<file path="src/rtl/audio_frame_scheduler_pkg.sv">
// Shared fp32 constants, scheduler state encoding and the total-order key
// used to compare raw IEEE-754 single-precision bit patterns.
package audio_pkg;

  localparam int FP32_W = 32;

  typedef enum logic [2:0] {
    ST_IDLE  = 3'd0,
    ST_FETCH = 3'd1,
    ST_FLUSH = 3'd2,
    ST_HOLD  = 3'd3,
    ST_DONE  = 3'd4
  } state_t;

  // Maps an fp32 pattern to an unsigned key whose order matches numeric
  // order, with -0 below +0; NaNs simply fall wherever their bits put them.
  function automatic logic [FP32_W-1:0] fp32_key(input logic [FP32_W-1:0] s);
    if (s[FP32_W-1] == 1'b0) begin
      fp32_key = {1'b1, s[FP32_W-2:0]};
    end else begin
      fp32_key = ~s;
    end
  endfunction

endpackage

</file>
<file path="src/rtl/audio_frame_scheduler_minmax_acc.sv">
// Registered min/max accumulator over a stream of fp32 samples; load seeds
// both extremes, upd folds in a further sample, ties keep the held value.
module fp32_minmax_acc
  import audio_pkg::*;
(
  input  logic              clk,
  input  logic              reset,
  input  logic              load,
  input  logic              upd,
  input  logic [FP32_W-1:0] sample,
  output logic [FP32_W-1:0] cur_min,
  output logic [FP32_W-1:0] cur_max
);

  logic [FP32_W-1:0] min_reg;
  logic [FP32_W-1:0] max_reg;
  logic [FP32_W-1:0] sample_key;

  assign sample_key = fp32_key(sample);

  always_ff @(posedge clk or negedge reset) begin
    if (!reset) begin
      min_reg <= '0;
      max_reg <= '0;
    end else if (load) begin
      min_reg <= sample;
      max_reg <= sample;
    end else if (upd) begin
      if (sample_key < fp32_key(min_reg)) begin
        min_reg <= sample;
      end
      if (sample_key > fp32_key(max_reg)) begin
        max_reg <= sample;
      end
    end
  end

  assign cur_min = min_reg;
  assign cur_max = max_reg;

endmodule

</file>
<file path="src/rtl/audio_frame_scheduler.sv">
// Walks the sample RAM frame by frame, reduces each frame to a min/max pair
// and presents every result on a valid/ready handshake.
module audio_frame_scheduler
  import audio_pkg::*;
#(
  parameter int ADDR_W    = 10,
  parameter int DATA_W    = 32,
  parameter int FRAME_LEN = 100,
  parameter int NFR_W     = 8
) (
  input  logic              clk,
  input  logic              reset,
  input  logic              start,
  input  logic [ADDR_W-1:0] base_addr,
  input  logic [NFR_W-1:0]  num_frames,
  output logic              busy,
  output logic              mem_rd_en,
  output logic [ADDR_W-1:0] mem_addr,
  input  logic [DATA_W-1:0] mem_rd_data,
  output logic              res_valid,
  input  logic              res_ready,
  output logic [DATA_W-1:0] res_min,
  output logic [DATA_W-1:0] res_max,
  output logic [NFR_W-1:0]  res_frame,
  output logic              d
);

  localparam int CNT_W = (FRAME_LEN > 1) ? $clog2(FRAME_LEN) : 1;
  localparam logic [CNT_W-1:0] LAST_IDX = CNT_W'(FRAME_LEN - 1);
  localparam logic [NFR_W:0]   FRAME_ONE = (NFR_W + 1)'(1);

  state_t             state_reg;
  logic [NFR_W-1:0]   num_frames_reg;
  logic [NFR_W-1:0]   frame_idx_reg;
  logic [CNT_W-1:0]   rd_cnt_reg;
  logic               mem_rd_en_reg;
  logic [ADDR_W-1:0]  mem_addr_reg;
  logic               res_valid_reg;
  logic               d_reg;
  logic               cap_vld_reg;
  logic               cap_first_reg;
  logic               more_frames;
  logic [FP32_W-1:0]  acc_min;
  logic [FP32_W-1:0]  acc_max;

  assign more_frames = ({1'b0, frame_idx_reg} + FRAME_ONE) < {1'b0, num_frames_reg};

  always_ff @(posedge clk or negedge reset) begin
    if (!reset) begin
      state_reg      <= ST_IDLE;
      num_frames_reg <= '0;
      frame_idx_reg  <= '0;
      rd_cnt_reg     <= '0;
      mem_rd_en_reg  <= 1'b0;
      mem_addr_reg   <= '0;
      res_valid_reg  <= 1'b0;
      d_reg          <= 1'b0;
      cap_vld_reg    <= 1'b0;
      cap_first_reg  <= 1'b0;
    end else begin
      // Read data returns one cycle after the strobe, so the capture
      // controls are the strobe delayed by one cycle.
      cap_vld_reg   <= mem_rd_en_reg;
      cap_first_reg <= mem_rd_en_reg && (rd_cnt_reg == '0);
      d_reg         <= 1'b0;
      case (state_reg)
        ST_IDLE: begin
          if (start) begin
            num_frames_reg <= num_frames;
            frame_idx_reg  <= '0;
            mem_addr_reg   <= base_addr;
            rd_cnt_reg     <= '0;
            if (num_frames == '0) begin
              state_reg <= ST_DONE;
              d_reg     <= 1'b1;
            end else begin
              state_reg     <= ST_FETCH;
              mem_rd_en_reg <= 1'b1;
            end
          end
        end
        ST_FETCH: begin
          // The pointer also steps past the last read, so the next frame
          // starts where this one ended; wrap is the natural overflow.
          mem_addr_reg <= mem_addr_reg + ADDR_W'(1);
          if (rd_cnt_reg == LAST_IDX) begin
            rd_cnt_reg    <= '0;
            mem_rd_en_reg <= 1'b0;
            state_reg     <= ST_FLUSH;
          end else begin
            rd_cnt_reg <= rd_cnt_reg + CNT_W'(1);
          end
        end
        ST_FLUSH: begin
          state_reg     <= ST_HOLD;
          res_valid_reg <= 1'b1;
        end
        ST_HOLD: begin
          if (res_ready) begin
            res_valid_reg <= 1'b0;
            if (more_frames) begin
              frame_idx_reg <= frame_idx_reg + NFR_W'(1);
              mem_rd_en_reg <= 1'b1;
              state_reg     <= ST_FETCH;
            end else begin
              state_reg <= ST_DONE;
              d_reg     <= 1'b1;
            end
          end
        end
        ST_DONE: begin
          state_reg <= ST_IDLE;
        end
        default: begin
          state_reg <= ST_IDLE;
        end
      endcase
    end
  end

  // The accumulator registers double as the result registers: they only
  // change once the next frame's first sample lands, after the handshake.
  fp32_minmax_acc u_acc (
    .clk     (clk),
    .reset   (reset),
    .load    (cap_vld_reg & cap_first_reg),
    .upd     (cap_vld_reg & ~cap_first_reg),
    .sample  (mem_rd_data[FP32_W-1:0]),
    .cur_min (acc_min),
    .cur_max (acc_max)
  );

  assign busy      = (state_reg != ST_IDLE);
  assign mem_rd_en = mem_rd_en_reg;
  assign mem_addr  = mem_addr_reg;
  assign res_valid = res_valid_reg;
  assign res_min   = DATA_W'(acc_min);
  assign res_max   = DATA_W'(acc_max);
  assign res_frame = frame_idx_reg;
  assign d         = d_reg;

endmodule

</file>
<file path="config.mk">
export PLATFORM = sky130hd
export DESIGN_NAME = audio_frame_scheduler
export DESIGN_NICKNAME = d
export VERILOG_FILES = /design/src/rtl/audio_frame_scheduler_pkg.sv /design/src/rtl/audio_frame_scheduler_minmax_acc.sv /design/src/rtl/audio_frame_scheduler.sv
export SDC_FILE = /design/constraint.sdc
export NUM_CORES = 1
export LEC_CHECK = 0
export ABC_AREA = 1
export CAP_MARGIN = 20
export CORE_MARGIN = 2
export CORE_UTILIZATION = 50
export CTS_BUF_LIST = sky130_fd_sc_hd__clkbuf_8
export DETAILED_ROUTE_END_ITERATION = 6
export GPL_ROUTABILITY_DRIVEN = 0
export GPL_TIMING_DRIVEN = 0
export PLACE_DENSITY_LB_ADDON = 0.05
export SYNTH_ARGS = -nofsm -noshare
export SYNTH_HDL_FRONTEND = slang
export SYNTH_SLANG_ARGS = --single-unit
export TNS_END_PERCENT = 50
</file>
<file path="constraint.sdc">
create_clock -name clk -period 2.9 [get_ports clk]
set_input_delay 0.29 -clock clk [delete_from_list [all_inputs] [get_ports clk]]
set_output_delay 0.29 -clock clk [all_outputs]
set_load 0.02 [all_outputs]
</file>
Word-level counts from Yosys, hierarchy flattened
Index checks and enable logic that the tools add are counted.
{"block": "classes", "n_mux": 41, "bitwise": 6, "eq_ne": 9, "addsub": 4, "n_reduce_logical": 20, "magnitude_cmp": 3}
{"operator": "32-bit 2-to-1 mux", "count": 13}
{"operator": "32-bit inverter", "count": 3}
{"operator": "32-bit > comparator", "count": 1}
{"operator": "32-bit less-than comparator", "count": 1}
{"operator": "8-bit 2-to-1 mux", "count": 3}
{"operator": "10-bit one-hot mux with 2 select lines", "count": 1}
{"operator": "8-bit one-hot mux with 2 select lines", "count": 1}
{"operator": "3-bit 2-to-1 mux", "count": 5}
{"operator": "7-bit 2-to-1 mux", "count": 2}
{"operator": "7-bit one-hot mux with 2 select lines", "count": 1}
{"operator": "3-bit one-hot mux with 4 select lines", "count": 1}
{"operator": "2-bit nonzero test", "count": 6}
{"operator": "10-bit by 1-bit adder with 10-bit output (second input constant)", "count": 1}
{"operator": "1-bit 2-to-1 mux", "count": 10}
{"operator": "10-bit 2-to-1 mux", "count": 1}
{"operator": "2-bit inequality test (second input constant)", "count": 5}
{"operator": "2-bit AND reduction", "count": 5}
{"operator": "8-bit by 1-bit adder with 9-bit output (second input constant)", "count": 1}
{"operator": "9-bit by 8-bit less-than comparator with 1-bit output", "count": 1}
{"operator": "8-bit by 1-bit adder with 8-bit output (second input constant)", "count": 1}
{"operator": "8-bit zero test", "count": 1}
{"operator": "7-bit by 1-bit adder with 7-bit output (second input constant)", "count": 1}
{"operator": "7-bit == test (second input constant)", "count": 1}
{"operator": "7-bit zero test", "count": 1}
{"operator": "other kinds (12)", "count": 16}
{"block": "totals", "inputBits": 54, "out_inout_bits": 86, "register_bits": 105}

Depth between registers and ports, before layout
Gate-level depths: netlist of run 1.
{"block": "logic_depth", "depth_word": 8, "ltp_mapped": 19, "mapped_depth_nobuf": 17}

Hierarchy
From an unflattened synthesis of run 1, not the netlist that was laid out.
{"block": "hier_totals", "hier_cells": 913, "area_unflattened_um2": 7325.8}
{"mod": "fp32_minmax_acc", "n_inst": 1, "area_per_inst_um2": 4827.1, "cells_each": 582}
{"mod": "audio_frame_scheduler", "n_inst": 1, "area_per_inst_um2": 2498.6, "cells_each": 331}

Least setup slack after synthesis of run 1
OpenSTA, ideal clock, no wires.
{"block": "synth_path", "path_type": "register to register", "startpoint": "register u_acc.min_reg[31], in the netlist u_acc.cur_min[31]", "endpoint": "register u_acc.min_reg[31], in the netlist u_acc.cur_min[31]", "setup_time_ns": 0.118, "period_less_slack_ns": 2.607, "t_required_ns": 2.782, "arrival_time_ns": 2.489, "setup_slack_ns": 0.293, "path_stages_with_launch": 16, "path_cell_list": "dfrtp_1 > buf_2 > buf_1 > xnor2_1 > ha_1 > a21oi_1 > o21ai_0 > nand2_1 > o211ai_1 > nand2_1 > nand2_1 > nor2_1 > nand2_4 > buf_4 > nand3_1 > nand2_1"}
{"block": "synth_via", "elab_chain_len": 7}
{"element": "from (decl)", "line": "audio_frame_scheduler_minmax_acc.sv:15", "rtl": "logic [FP32_W-1:0] min_reg;"}
{"element": "from (signal assigned)", "line": "audio_frame_scheduler_minmax_acc.sv:26", "rtl": "min_reg <= sample;"}
{"element": "from (signal assigned)", "line": "audio_frame_scheduler_minmax_acc.sv:30", "rtl": "min_reg <= sample;"}
{"element": "32-bit inverter", "line": "audio_frame_scheduler_pkg.sv:21", "rtl": "fp32_key = ~s;"}
{"element": "32-bit 2-to-1 mux (*)", "line": "audio_frame_scheduler_pkg.sv:18", "rtl": "if (s[FP32_W-1] == 1'b0) begin"}
{"element": "32-bit 2-to-1 mux (*)", "line": "audio_frame_scheduler_minmax_acc.sv:28", "rtl": "end else if (upd) begin"}
{"element": "32-bit 2-to-1 mux (*)", "line": "audio_frame_scheduler_minmax_acc.sv:25", "rtl": "end else if (load) begin"}
{"element": "32-bit less-than comparator (*)", "line": "audio_frame_scheduler_minmax_acc.sv:29", "rtl": "if (sample_key < fp32_key(min_reg)) begin"}
{"element": "2-bit nonzero test (no line) (*)"}
{"element": "2-bit AND reduction (no line) (*)"}
Every way passes the cells marked *; elsewhere a longest branch is shown, timed or not. The select of a mux whose other input is x is not followed.
A chain may end at the register's enable or synchronous reset.

Worst setup path in the final report of run 1
{"block": "layout_path", "startpoint": "register u_acc.min_reg[31], in the netlist u_acc.cur_min[31]", "endpoint": "register u_acc.min_reg[5], in the netlist u_acc.cur_min[5]"}
Same word-level chain as after synthesis.

==> metrics.txt, run 1 <==
status finished, final reports clean; post-synthesis cell type count 42; Wirelength per Cell 14.68 µm; TritonRoute pass-1 iters 5; Chip Width 124.1 µm; metal2 WL 8768 µm; Critical Path Sink Type flip-flop; core area 0.01399 mm²; post-layout min period 2669 ps; Die Y 124.1 µm; gr ovfl total 0; sequential-to-total area share from yosys stat 0.3646; io pins 140; Worst VDD drop 746.6 µV; setup bufs post-CTS 0; DRT Wirelength 17850 µm; Avg Inst Size Synth 8.180 µm²; Via Count 6266; Worst Clk Skew 13.99 ps; Cell Area, Synth roughly 0.0072 mm²; Crit Path Class flip-flop to flip-flop; Synth area leaders dfrtp_1, ha_1, nand2_1, xnor2_1, nand3_1; Starting DRT DRC Count 269; pre-CTS setup slack -215.9 ps; clock sink count 105; relative slew slack 0.6211; most frequent cells in the layout nand2_1, clkdlybuf4s50_1, dfrtp_1, nand3_1, ha_1; Antenna diodes 0; clock buffer count from CTS 9; critical path launch point type flip-flop; Tot GR Track Use 0.2448; Leak 4.367 nW; Final nets 1159; Finish-stage setup viols 0; vias per cell 5.153; DP Wirelength 13380 µm; Power, Total 11.30 mW; CTS tree yes; Die ar. 0.01539 mm²; Yosys reg bits approximately 110; Setup TNS Final 0 ps; Cell Pwr Density about 1200 mW/mm²; Worst Hold Slack 398.0 ps; worst reg2reg path startpoint u_acc.cur_min[31]; Max-Cap Viols 0; port buffer count 138; proportion of layout cells with a drive suffix above 1 0.06660; vias in the first global route 6061; YS warnings 0; final period utilization 0.9204; Synth area leader dfrtp_1; drt drc 0; final worst slack 230.7 ps; Post-Syn Nets 1009; Syn-to-layout area delta 25.62%; largest net degree at the start of global routing 69; Worst-Margin Slew 568.4 ps; clock-pin slew on the worst setup and hold paths 110 ps; total length of routed met3 wires 974 µm; commonest non-fill, non-tap cell in the layout nand2_1; Critical Path RT 3240 ps; Crit Path Max Fanout 10; Root Buffer clkbuf_8; HP Class input port to asynchronous set/reset pin; first-pass GRT wire length 29300 µm; Final ANT Viol Nets 0; RSZ-0062 raised after global routing yes; Mapped Cells around 880; Max Freq 374.6 MHz; Clock Latency Late Sink 400 ps; WP data arrival 3010 ps; initial core utilization 0.5152; area share of the leading cell type in the synthesized netlist 0.3646; H-Tree Depth 3; fin. max-slew vios 0; row count 43; Hold Violations, Final 0; Clock Tree Buf Depth 2; uppermost layer routed met4; initial antenna violation count 0; Critical path origin u_acc.cur_min[31]; WL met1 7868 µm
-- synthesized netlist by cell type (all sizes together) --
library cell / count
a21o: 1
nand3b: 2
dfrtp: 105
nor3: 15
o221ai: 2
a31oi: 1
nand2: 253
and3: 2
xnor2: 60
xor2: 38
o211ai: 4
inv: 62
ha: 74
or2: 1
o22ai: 6
a311oi: 1
buf: 25
a221oi: 1
nor2: 38
nor4b: 1
nor4: 1
clkinv: 1
o21a: 1
a211oi: 6
clkbuf: 11
nand3: 84
o21ai: 29
nand4: 6
a21oi: 50
-- worst max-delay path, stage by stage (launching register included) --
cell and delay [ps]:
dfrtp_1 420, buf_2 190, buf_2 320, xnor2_1 120
ha_1 320, a21oi_1 140, nor2_1 50, a211oi_1 190
nand2_1 110, nand2_1 90, nand2_1 80, nand2_2 80
nand2_4 80, nand2_4 110, buf_6 160, nand2_1 60
nand2_1 60
-- cell type report --
cell class / count / area (µm²)
fillers: 1251 / 4935
well taps: 180 / 225.2
plain buffers: 35 / 237.7
repair buffers: 140 / 1416
multi-input cells: 677 / 4116
clock inverters: 6 / 55.05
flip-flops and latches: 105 / 2629
inverters: 63 / 236.5
clock buffers: 10 / 137.6
-- through the flow --
step           utilization  std cells  instance area [µm²]
2_1_floorplan            -        881                 7207
5_1_grt             0.6472       1216                 9054
4_1_cts             0.6470       1217                 9051
6_report            0.6472       1216                 9054
3_3_place_gp        0.6301       1199                 8813
3_5_place_dp        0.6318       1200                 8838
-- cell families after synthesis --
family / synth area share
fa+ha+maj: 0.1285
buf+inv: 0.06424
compound gates: 0.07882
flops: 0.3646
simple gates: 0.2448
xor+xnor: 0.1191
-- what timing repair did --
action	in CTS	in global routing
hold buffers	1	0
setup endpoints to repair	62	40
endpoints found under the hold margin	37	0
pin swaps	0	0
cloned	0	0
gates resized for setup	6	3
-- where the power goes --
| group | switching (mW) | total (mW) | internal, mW |
|---|---|---|---|
| clock network | 0.580 | 0.936 | 0.356 |
| logic | 4.23 | 7.56 | 3.33 |
| registers | 0.659 | 2.81 | 2.15 |
| total | 5.47 | 11.3 | 5.83 |
-- routing by layer --
metal  track usage  vias up
met5             0        -
met2        0.4204      139
met4       0.06110        0
met3       0.06319       19
met1        0.3073     2915
li1              -     3193
-- final timing paths --
check | end | slack, ps | cells past startpoint
setup / recovery | u_acc.cur_min[5] | 230 | 16
hold / removal | u_acc.cur_min[24] | 400 | 2
setup reg to reg | u_acc.cur_min[5] | 230 | 16
hold reg to reg | cap_vld_reg | 480 | 0
max in group asynchronous | res_frame[0] | 1780 | 3
min in group clk | u_acc.cur_max[31] | 410 | 4
Note: power is estimated with default switching activity, not from simulation.
==> run 2: changes to the inputs <==
Settings changed: CORE_UTILIZATION 50 to 35.
==> metrics.txt, run 2 (synthesis results as in run 1) <==
status finished, final reports clean; Final ANT Viol Nets 0 (unchanged); Worst path max stage delay 440 ps (+20 ps); core area 0.02023 mm² (+45%); fin. max-slew vios 0 (unchanged); clock-pin slew on the worst setup and hold paths 110 ps (about the same); Hold Violations, Final 0 (unchanged); final period utilization 0.9098 (-0.01064); clock buffer count from CTS 9 (unchanged); Max-Cap Viols 0 (unchanged); Clock Tree Buf Depth 2 (unchanged); initial antenna violation count 0 (unchanged); drt drc 0 (unchanged); pre-CTS setup slack -347.0 ps (-131.1 ps); Wirelength per Cell 15.19 µm (+3.5%); row count 52 (+21%); Worst Clk Skew 19.46 ps (+5.461 ps); DP Wirelength 14940 µm (+12%); Chip Width 147.5 µm (+19%); final instance area 0.009243 mm² (+2.1%); Worst-Margin Slew 587.1 ps (+18.66 ps); H-Tree Depth 3 (unchanged); gr ovfl total 0 (unchanged); CP Cell Sequence buf_2 -> clkbuf_4 -> xnor2_1 -> ha_1 -> a21oi_1 -> o21ai_0 -> nand2_1 -> o211ai_1 -> nand2_1 -> nand2_1 -> nor2_1 -> nand2_4 -> nand2_4 -> buf_6 -> nand2_1 -> nand2_1; port buffer count 138 (unchanged); Critical Path RT 3230 ps (about the same); TritonRoute pass-1 iters 4 (-1); Critical Path Sink Type flip-flop; Final nets 1163 (+0.35%); vias per cell 4.756 (-7.7%); Cell Pwr Density 1249 mW/mm² (about the same); initial core utilization 0.3562 (-0.1590); largest net degree at the start of global routing 86 (+25%); reg2reg end u_acc.cur_min[25]; placed inst area 0.008955 mm² (+1.3%); first-pass GRT wire length 32490 µm (+11%); Leak 4.402 nW (+0.80%); Antenna diodes 0 (unchanged); Die Y 147.5 µm (+19%); Via Count 6230 (-0.57%); HP Class input port to asynchronous set/reset pin; Most common cell on crit path nand2_1; most frequent cells in the layout nand2_1, clkdlybuf4s50_1, dfrtp_1, nand3_1, ha_1; io pins 140 (unchanged); RSZ-0062 raised after global routing no; Syn-to-layout area delta 28.25%; Tot GR Track Use 0.1882 (-0.05666); R2R cell count 16 (unchanged); proportion of layout cells with a drive suffix above 1 0.07115 (+0.004552); vias in the first global route 6231 (+2.8%); Worst path slowest cell dfrtp_1; Crit Path Max Fanout 10 (unchanged); post-layout min period 2638 ps (-30.87 ps); Max Freq 379.0 MHz (+1.2%); worst reg2reg path startpoint u_acc.cur_min[31]; commonest non-fill, non-tap cell in the layout nand2_1; Die ar. 0.02175 mm² (+41%); final worst slack 261.6 ps (+30.87 ps); clock sink count 105 (unchanged); reg2reg setup slack 260 ps (+30 ps); Crit Path Class flip-flop to flip-flop; Root Buffer clkbuf_8; DRT Wirelength 19900 µm (+11%); Layout fillers 2051 (+64%); Clock Latency Late Sink 400 ps (about the same); Finish-stage setup viols 0 (unchanged); Worst VDD drop 401.7 µV (-46%); WP data arrival 2960 ps (-50 ps); critical path launch point type flip-flop; CTS tree yes; Starting DRT DRC Count 205 (-24%); relative slew slack 0.6086 (-0.01244)
-- run 2: cell count changes in the layout (fill, tap and decap cells not counted), sizes merged --
cell	before	now
buf	25	29
inv	67	63
bufinv	0	2
clkinv	2	3
clkinvlp	0	1
-- run 2: how the worst max path moves through the flow --
| stage | start | endpoint | slack, ps | cells past startpoint |
|---|---|---|---|---|
| floorplan | u_acc.cur_min[31] | u_acc.cur_min[31] | 290 | 15 |
| global placement | reset | mem_addr[5] | -2970 | 1 |
| detailed placement | u_acc.cur_max[31] | u_acc.cur_max[23] | -350 | 13 |
| CTS | u_acc.cur_max[31] | u_acc.cur_max[25] | 90 | 12 |
| global route | u_acc.cur_min[31] | u_acc.cur_min[25] | 6 | 16 |
| finish | u_acc.cur_min[31] | u_acc.cur_min[25] | 260 | 16 |
-- run 2: cell type report --
type	instances	area, µm²	share of cell area
inverter	63	236.5	0.02559
multi-input combinational	677	4121	0.4459
buffer	35	240.2	0.02599
timing repair buffer	144	1450	0.1569
clock buffer	10	137.6	0.01489
tap	270	337.8	0.03655
clock inverter	6	90.09	0.009747
sequential	105	2629	0.2844
-- run 2: critical path: cells and delay by family, from the launching register on --
kind,cells,cell delay [ps]
and+or+nand+nor,8,710
buffers and inverters,3,590
DFF,1,440
AOI/OAI and AO/OA,3,350
adders and majority gates,1,320
xor gates and xnor gates,1,170
-- run 2: where the power goes --
| part | leakage [nW] | switching [mW] | internal, mW | total, mW |
|---|---|---|---|---|
| Sequential | 1.31 | 0.668 | 2.15 | 2.82 |
| Clock | 0.113 | 0.579 | 0.514 | 1.09 |
| Combinational | 2.98 | 4.27 | 3.36 | 7.63 |
-- run 2: what timing repair did --
item | in CTS | in global routing
buffers inserted | 0 | 4
hold endpoints to repair | 20 | 0
setup endpoints to repair | 64 | 60
hold buffers | 1 | 0
cloned | 0 | 0
gates resized for setup | 7 | 4
-- run 2: per-stage QoR --
| stage | total power, mW | hold WS [ps] | TNS (ps) | cells | utilization |
|---|---|---|---|---|---|
| global route | 12.73 | 299.7 | 0 | 1310 | 0.4568 |
| detailed placement | 10.51 | 152.0 | -15200 | 1290 | 0.4426 |
| floorplan | 7.890 | -5.591 | 0 | 881 | - |
| finish | 11.54 | 302.3 | 0 | 1310 | 0.4568 |
| CTS | 11.67 | 289.1 | 0 | 1306 | 0.4547 |
| global placement | 10.45 | 470.4 | -323870 | 1289 | 0.4411 |
-- run 2: per-layer routing --
layer / GRT usage / vias to the layer above / share of wire
met5: 0 / - / 0
met4: 0.02452 / 0 / 0.0055
met3: 0.04506 / 6 / 0.041
met2: 0.3336 / 86 / 0.50
met1: 0.2395 / 2927 / 0.46
li1: - / 3211 / -
